## src/rtl/joypad_scan_sequencer.sv

```systemverilog
// Serial joypad scan sequencer: drives latch/pulse on the pad shift register,
// shifts in eight button bits, debounces them and publishes a stable P1-ordered vector.
module joypad_scan_sequencer #(
  parameter int LATCH_CYCLES   = 396,
  parameter int HALF_CYCLES    = 198,
  parameter int SCAN_PERIOD    = 550000,
  parameter int DEBOUNCE_SCANS = 2
) (
  input  logic       I_CLK,
  input  logic       I_RESET_L,
  input  logic       I_SCAN_EN,
  input  logic       I_SCAN_REQ,
  input  logic       I_PAD_DATA,
  output logic       O_LATCH,
  output logic       O_PULSE,
  output logic [7:0] O_BUTTONS,
  output logic       O_SCAN_DONE,
  output logic       O_PRESS_EVENT,
  output logic       O_BUSY
);

  localparam int PH_MAX = (LATCH_CYCLES > HALF_CYCLES) ? LATCH_CYCLES : HALF_CYCLES;
  localparam int PH_W   = (PH_MAX > 1) ? $clog2(PH_MAX) : 1;
  localparam int TMR_W  = (SCAN_PERIOD > 1) ? $clog2(SCAN_PERIOD) : 1;
  localparam int DB_W   = $clog2(DEBOUNCE_SCANS + 1);

  localparam logic [PH_W-1:0]  LATCH_LAST = PH_W'(LATCH_CYCLES - 1);
  localparam logic [PH_W-1:0]  HALF_LAST  = PH_W'(HALF_CYCLES - 1);
  localparam logic [TMR_W-1:0] TMR_LAST   = TMR_W'(SCAN_PERIOD - 1);
  localparam logic [DB_W-1:0]  DB_MAX     = DB_W'(DEBOUNCE_SCANS);

  typedef enum logic [2:0] {S_IDLE, S_LATCH, S_READ, S_PULSE_HI, S_DONE} state_t;

  state_t            state;
  logic [PH_W-1:0]   ph_cnt;
  logic [2:0]        idx;
  logic [TMR_W-1:0]  tmr;
  logic              pending;
  logic [DB_W-1:0]   db_cnt;
  logic [DB_W-1:0]   db_cnt_nxt;
  logic [7:0]        raw;
  logic [7:0]        last_raw;
  logic [7:0]        mapped;
  logic [7:0]        buttons_prev;
  logic              pad_sync_p0;
  logic              pad_sync_p1;
  logic              tmr_wrap;
  logic              start_req;

  // Serial order A,B,SELECT,START,UP,DOWN,LEFT,RIGHT -> P1 layout
  function automatic logic [7:0] map_serial(input logic [7:0] s);
    return {s[3], s[2], s[1], s[0], s[5], s[4], s[6], s[7]};
  endfunction

  function automatic logic [DB_W-1:0] sat_inc(input logic [DB_W-1:0] v);
    return (v >= DB_MAX) ? DB_MAX : v + 1'b1;
  endfunction

  // Stage p0/p1: pad data synchronizer (idles high = released)
  always_ff @(posedge I_CLK or negedge I_RESET_L) begin
    if (!I_RESET_L) begin
      pad_sync_p0 <= 1'b1;
      pad_sync_p1 <= 1'b1;
    end else begin
      pad_sync_p0 <= I_PAD_DATA;
      pad_sync_p1 <= pad_sync_p0;
    end
  end

  assign tmr_wrap  = I_SCAN_EN && (tmr == TMR_LAST);
  assign start_req = I_SCAN_REQ | tmr_wrap;

  always_ff @(posedge I_CLK or negedge I_RESET_L) begin
    if (!I_RESET_L) begin
      tmr <= '0;
    end else if (I_SCAN_EN) begin
      tmr <= tmr_wrap ? '0 : tmr + 1'b1;
    end
  end

  always_comb begin
    mapped     = map_serial(raw);
    db_cnt_nxt = (mapped == last_raw) ? sat_inc(db_cnt) : DB_W'(1);
  end

  always_ff @(posedge I_CLK or negedge I_RESET_L) begin
    if (!I_RESET_L) begin
      state       <= S_IDLE;
      ph_cnt      <= '0;
      idx         <= '0;
      pending     <= 1'b0;
      db_cnt      <= '0;
      raw         <= '0;
      last_raw    <= '0;
      O_BUTTONS   <= '0;
      O_LATCH     <= 1'b0;
      O_PULSE     <= 1'b0;
      O_SCAN_DONE <= 1'b0;
      O_BUSY      <= 1'b0;
    end else begin
      O_SCAN_DONE <= 1'b0;
      case (state)
        S_IDLE: begin
          if (start_req) begin
            state   <= S_LATCH;
            O_LATCH <= 1'b1;
            O_BUSY  <= 1'b1;
            ph_cnt  <= '0;
            idx     <= '0;
          end
        end
        S_LATCH: begin
          if (start_req) pending <= 1'b1;
          if (ph_cnt == LATCH_LAST) begin
            state   <= S_READ;
            O_LATCH <= 1'b0;
            ph_cnt  <= '0;
          end else begin
            ph_cnt <= ph_cnt + 1'b1;
          end
        end
        S_READ: begin
          if (start_req) pending <= 1'b1;
          if (ph_cnt == HALF_LAST) begin
            raw[idx] <= ~pad_sync_p1;
            ph_cnt   <= '0;
            if (idx == 3'd7) begin
              state       <= S_DONE;
              O_SCAN_DONE <= 1'b1;
            end else begin
              state   <= S_PULSE_HI;
              O_PULSE <= 1'b1;
            end
          end else begin
            ph_cnt <= ph_cnt + 1'b1;
          end
        end
        S_PULSE_HI: begin
          if (start_req) pending <= 1'b1;
          if (ph_cnt == HALF_LAST) begin
            state   <= S_READ;
            O_PULSE <= 1'b0;
            idx     <= idx + 1'b1;
            ph_cnt  <= '0;
          end else begin
            ph_cnt <= ph_cnt + 1'b1;
          end
        end
        S_DONE: begin
          // A mismatch restarts the count with the new vector; a match keeps it
          last_raw <= mapped;
          db_cnt   <= db_cnt_nxt;
          if (db_cnt_nxt == DB_MAX) O_BUTTONS <= mapped;
          pending <= 1'b0;
          if (pending || start_req) begin
            state   <= S_LATCH;
            O_LATCH <= 1'b1;
            ph_cnt  <= '0;
            idx     <= '0;
          end else begin
            state  <= S_IDLE;
            O_BUSY <= 1'b0;
          end
        end
        default: state <= S_IDLE;
      endcase
    end
  end

  // Rising-bit detector on the published vector; releases are ignored
  always_ff @(posedge I_CLK or negedge I_RESET_L) begin
    if (!I_RESET_L) begin
      buttons_prev  <= '0;
      O_PRESS_EVENT <= 1'b0;
    end else begin
      buttons_prev  <= O_BUTTONS;
      O_PRESS_EVENT <= |(O_BUTTONS & ~buttons_prev);
    end
  end

endmodule

```

## config.mk

```make
export PLATFORM = sky130hd
export DESIGN_NAME = joypad_scan_sequencer
export DESIGN_NICKNAME = d
export VERILOG_FILES = /design/src/rtl/joypad_scan_sequencer.sv
export SDC_FILE = /design/constraint.sdc
export NUM_CORES = 1
export LEC_CHECK = 0
export CORE_MARGIN = 3
export CORE_UTILIZATION = 45
export DETAILED_ROUTE_END_ITERATION = 12
export GPL_TIMING_DRIVEN = 1
export PLACE_DENSITY = 0.65
export SLEW_MARGIN = 20
export SYNTH_ARGS = -nofsm -noshare
export SYNTH_HDL_FRONTEND = slang
export SYNTH_SLANG_ARGS = --single-unit
```

## constraint.sdc

```tcl
create_clock -name I_CLK -period 1.7 [get_ports I_CLK]
set_input_delay 0.34 -clock I_CLK [delete_from_list [all_inputs] [get_ports I_CLK]]
set_output_delay 0.34 -clock I_CLK [all_outputs]
set_load 0.05 [all_outputs]
```

==> impl_metrics.py <==
metrics = {
    "sta": {
        "worstMarginPinSlew_ps": 439.9,
        "finalHoldViolCount": 0,
        "min_period_ps": 1831,
        "fin_tns_setup_ps": -1434,
        "setup_violations": 22,
        "finalClockSkew_ps": 11.33,
        "min_period_over_period": 1.077,
        "rsz0062_at_grt": "yes",
        "fmax_ghz": 0.5460,
        "slew_headroom": 0.7067,
        "drv_slew": 0,
        "worst_slack_ps": -131.5,
    },
    "layout": {
        "seq_area_mm2": 0.001932,
        "final_common_cell": "dfrtp_1",
        "drive_gt1_frac": 0.3162,
        "nets": 432,
        "syn2layout_area_growth_pct": 31.53,
        "nFillCells": 622,
        "diodes": 0,
        "utilization": 0.6265,
        "multiInputGateArea_mm2": 0.001662,
        "mostFrequentLayoutCells": "73 x dfrtp_1, 72 x buf_4, 30 x nand2_1",
    },
    "power": {
        "seqPwrFrac": 0.552,
        "netSwitchingFraction": 0.2698,
        "cellInternalPower_mw": 2.568,
        "totalPowerFinal_mw": 3.517,
        "peakVddDrop_v": 0.0005135,
        "p_comb_frac": 0.073,
        "p_leak_nw": 2.284,
        "pwr-share-clk": 0.375,
        "power_density_mw_per_mm2": 753.8,
        "p_sw_mw": 0.9491,
    },
    "global_routing": {
        "grt_pass1_wl_mm": 12.66,
        "grtUsageTotal": 0.1828,
        "antenna_found_initial": 0,
        "overflow": 0,
        "grt_pass1_vias": 2625,
        "grt_start_max_net_pins": 35,
    },
    "cts": {
        "cts_tree": "yes",
        "cts_sinks": 77,
        "htreeDepth": 3,
        "clkLatencyLatePin_ps": 360,
        "cts_root_buf": "clkbuf_8",
        "clkTransAtPathRegs_ps": 90,
        "cts_buffers": 9,
        "clock_path_buffers": 2,
    },
    "yosys": {
        "synthesis.area_mm2": 0.003547,
        "yosys_warnings": 0,
        "ys_seq_area_frac": 0.5439,
        "synth_cell_types": 47,
        "synth_top_area_share": 0.5291,
        "synth-edff-count": 0,
        "syn_nets": 347,
        "yosys-top-cells-area": "dfrtp_1 53%, mux2i_1 5.1%, xnor2_1 4.2%",
        "avgSynthCellArea_um2": 10.53,
        "ys_ff_latch": 77,
        "yosys.area.top_type": "dfrtp_1",
        "synth_cells": 337,
        "synth_flop_cell": "dfrtp_1",
        "async_reset_ff_frac": 1.000,
    },
    "critical_path": {
        "cpLargestDelayFamily": "simple AND/OR/NAND/NOR gates",
        "ff2ff_setup_slack_ps": -130,
        "setup.worst_path.start_class": "flop",
        "r2r.worst_path.cells": 6,
        "cp_num_buf_inv": 0,
        "cpMaxStageDelayCell": "dfrtp_1",
        "slowest_delay_ps": 440,
        "critPathRequiredTime_ps": 1950,
        "cp-end-kind": "flop",
        "critPathArrivalTime_ps": 2080,
        "critPathKind": "flop to flop",
        "crit_fanout": 7,
        "cp_cell_sequence": "ha_2, nor4bb_4, and4_4, a2bb2oi_4, nor3_2, a211o_1",
        "reg2reg_to": "ph_cnt[3]",
        "r2r-start": "ph_cnt[0]",
    },
    "hold_path": {
        "hold_end": "pad_sync_p1",
        "hold_path_depth": 0,
        "hp-start": "pad_sync_p0",
        "hold_path_class": "flop to flop",
    },
    "floorplan": {
        "die_width_um": 94.79,
        "ios": 18,
        "core_mm2": 0.007447,
        "dieArea_mm2": 0.008984,
        "rows": 31,
        "start_util": 0.4763,
        "die_y_um": 94.79,
    },
    "place": {
        "pre_cts_slack_ps": -290.2,
        "dp_hpwl_mm": 5.235,
        "place.gp.congestion": 0.8334,
        "port_buffers": 17,
    },
    "job": {
        "maxCapViolCount": 0,
    },
    "drt": {
        "via_per_inst": 5.207,
        "vias": 2739,
        "wirelength_mm": 7.651,
        "antenna_left": 0,
        "routedWlPerCell_um": 14.55,
        "firstDrtPassIters": 4,
        "drc_errors": 0,
        "drt_iter0_markers": 141,
    },
    "status": {
        "failed_checks": "negative setup slack",
        "status": "finished, violations left",
    },
}
==> state kept, by name, summed over array words and instances, names as in the netlist, 2 cells and up <==
register	cells
buttons_prev	8
raw	8
tmr	20
idx	3
db_cnt	2
last_raw	8
state	3
O_BUTTONS	8
ph_cnt	9
==> repair_timing <==
item	4_1_cts	5_1_grt
pin swaps	18	5
cloned	1	0
endpoints found under the setup margin	25	45
resized for setup	18	18
buffers inserted	5	6
hold endpoints to repair	30	0
hold buffers	1	0
==> worst max path at each step <==
| stage | startpoint | endpoint | slack (ps) | depth (start not counted) |
|---|---|---|---|---|
| after global placement | I_SCAN_EN | ph_cnt[3] | -270 | 5 |
| after detailed placement | I_SCAN_EN | ph_cnt[3] | -290 | 5 |
| after global routing | ph_cnt[1] | ph_cnt[3] | -230 | 7 |
| after floorplan | tmr[8] | ph_cnt[5] | -50 | 6 |
| final | ph_cnt[0] | ph_cnt[3] | -130 | 6 |
| after CTS | ph_cnt[0] | ph_cnt[3] | -110 | 6 |
==> worst reg2reg max path: cells and delay by family, from the launching register on <==
family                     cells  cell delay, ps
AOI/OAI and AO/OA              2             510
and+or+nand+nor                3             570
DFF                            1             440
adders and majority gates      1             220
==> synthesized netlist by cell type, types with 2 or more instances <==
| library cell | number |
|---|---|
| a31oi_1 | 2 |
| dfrtp_1 | 75 |
| nor2_1 | 22 |
| nand2_1 | 30 |
| and3_1 | 7 |
| o21ai_0 | 18 |
| nand3_1 | 13 |
| mux2i_1 | 18 |
| nor3_1 | 5 |
| or3_1 | 4 |
| nand2b_1 | 4 |
| and4_1 | 3 |
| nor4b_2 | 2 |
| inv_1 | 26 |
| xor2_1 | 7 |
| clkbuf_1 | 6 |
| o31ai_1 | 2 |
| dfstp_2 | 2 |
| ha_1 | 5 |
| xnor2_1 | 17 |
| nand4_1 | 14 |
| a21oi_1 | 14 |
| or2_2 | 2 |
| nor2b_1 | 3 |
| o22ai_1 | 8 |
| a211o_1 | 2 |
| o311ai_0 | 2 |
| a21o_2 | 3 |
| nand4b_1 | 3 |
==> power groups by stage <==
stage                     Combinational (mW)  Clock, mW  Sequential (mW)
final                                  0.256       1.32             1.94
after global routing                   0.287       1.41             1.95
after CTS                              0.252       1.33             1.94
after detailed placement               0.249          0             1.98
after global placement                 0.243          0             1.98
after floorplan                       0.0956          0             1.98
==> cell type report <==
class	instances	share of cell area
multi-input combinational	225	0.3561
timing repair buffer	83	0.1437
sequential	77	0.4141
clock inverter	7	0.01207
tap	99	0.02655
clock buffer	9	0.02655
inverter	26	0.02092
==> metrics by stage <==
step / cell area, um^2 / hold WS [ps] / cells
final: 4666 / 360.3 / 526
after global routing: 4666 / 366.3 / 526
after CTS: 4552 / 360.9 / 520
after detailed placement: 4220 / 321.5 / 497
after global placement: 4220 / 313.6 / 497
after floorplan: 3598 / 44.41 / 337
==> kinds of logic after synthesis <==
family / synth area share
simple gates: 0.1834
flops: 0.5439
compound gates: 0.1034
buf+inv: 0.04162
xor+xnor: 0.05926
mux: 0.05079
fa+ha+maj: 0.01764
==> metal layers <==
| layer | global-route usage | wire [um] |
|---|---|---|
| met1 | 0.2613 | 3710 |
| met2 | 0.2748 | 3544 |
| met3 | 0.03187 | 256 |
| met4 | 0.07572 | 139 |
| met5 | 0 | 0 |
Note: power is estimated with default switching activity, not from simulation.
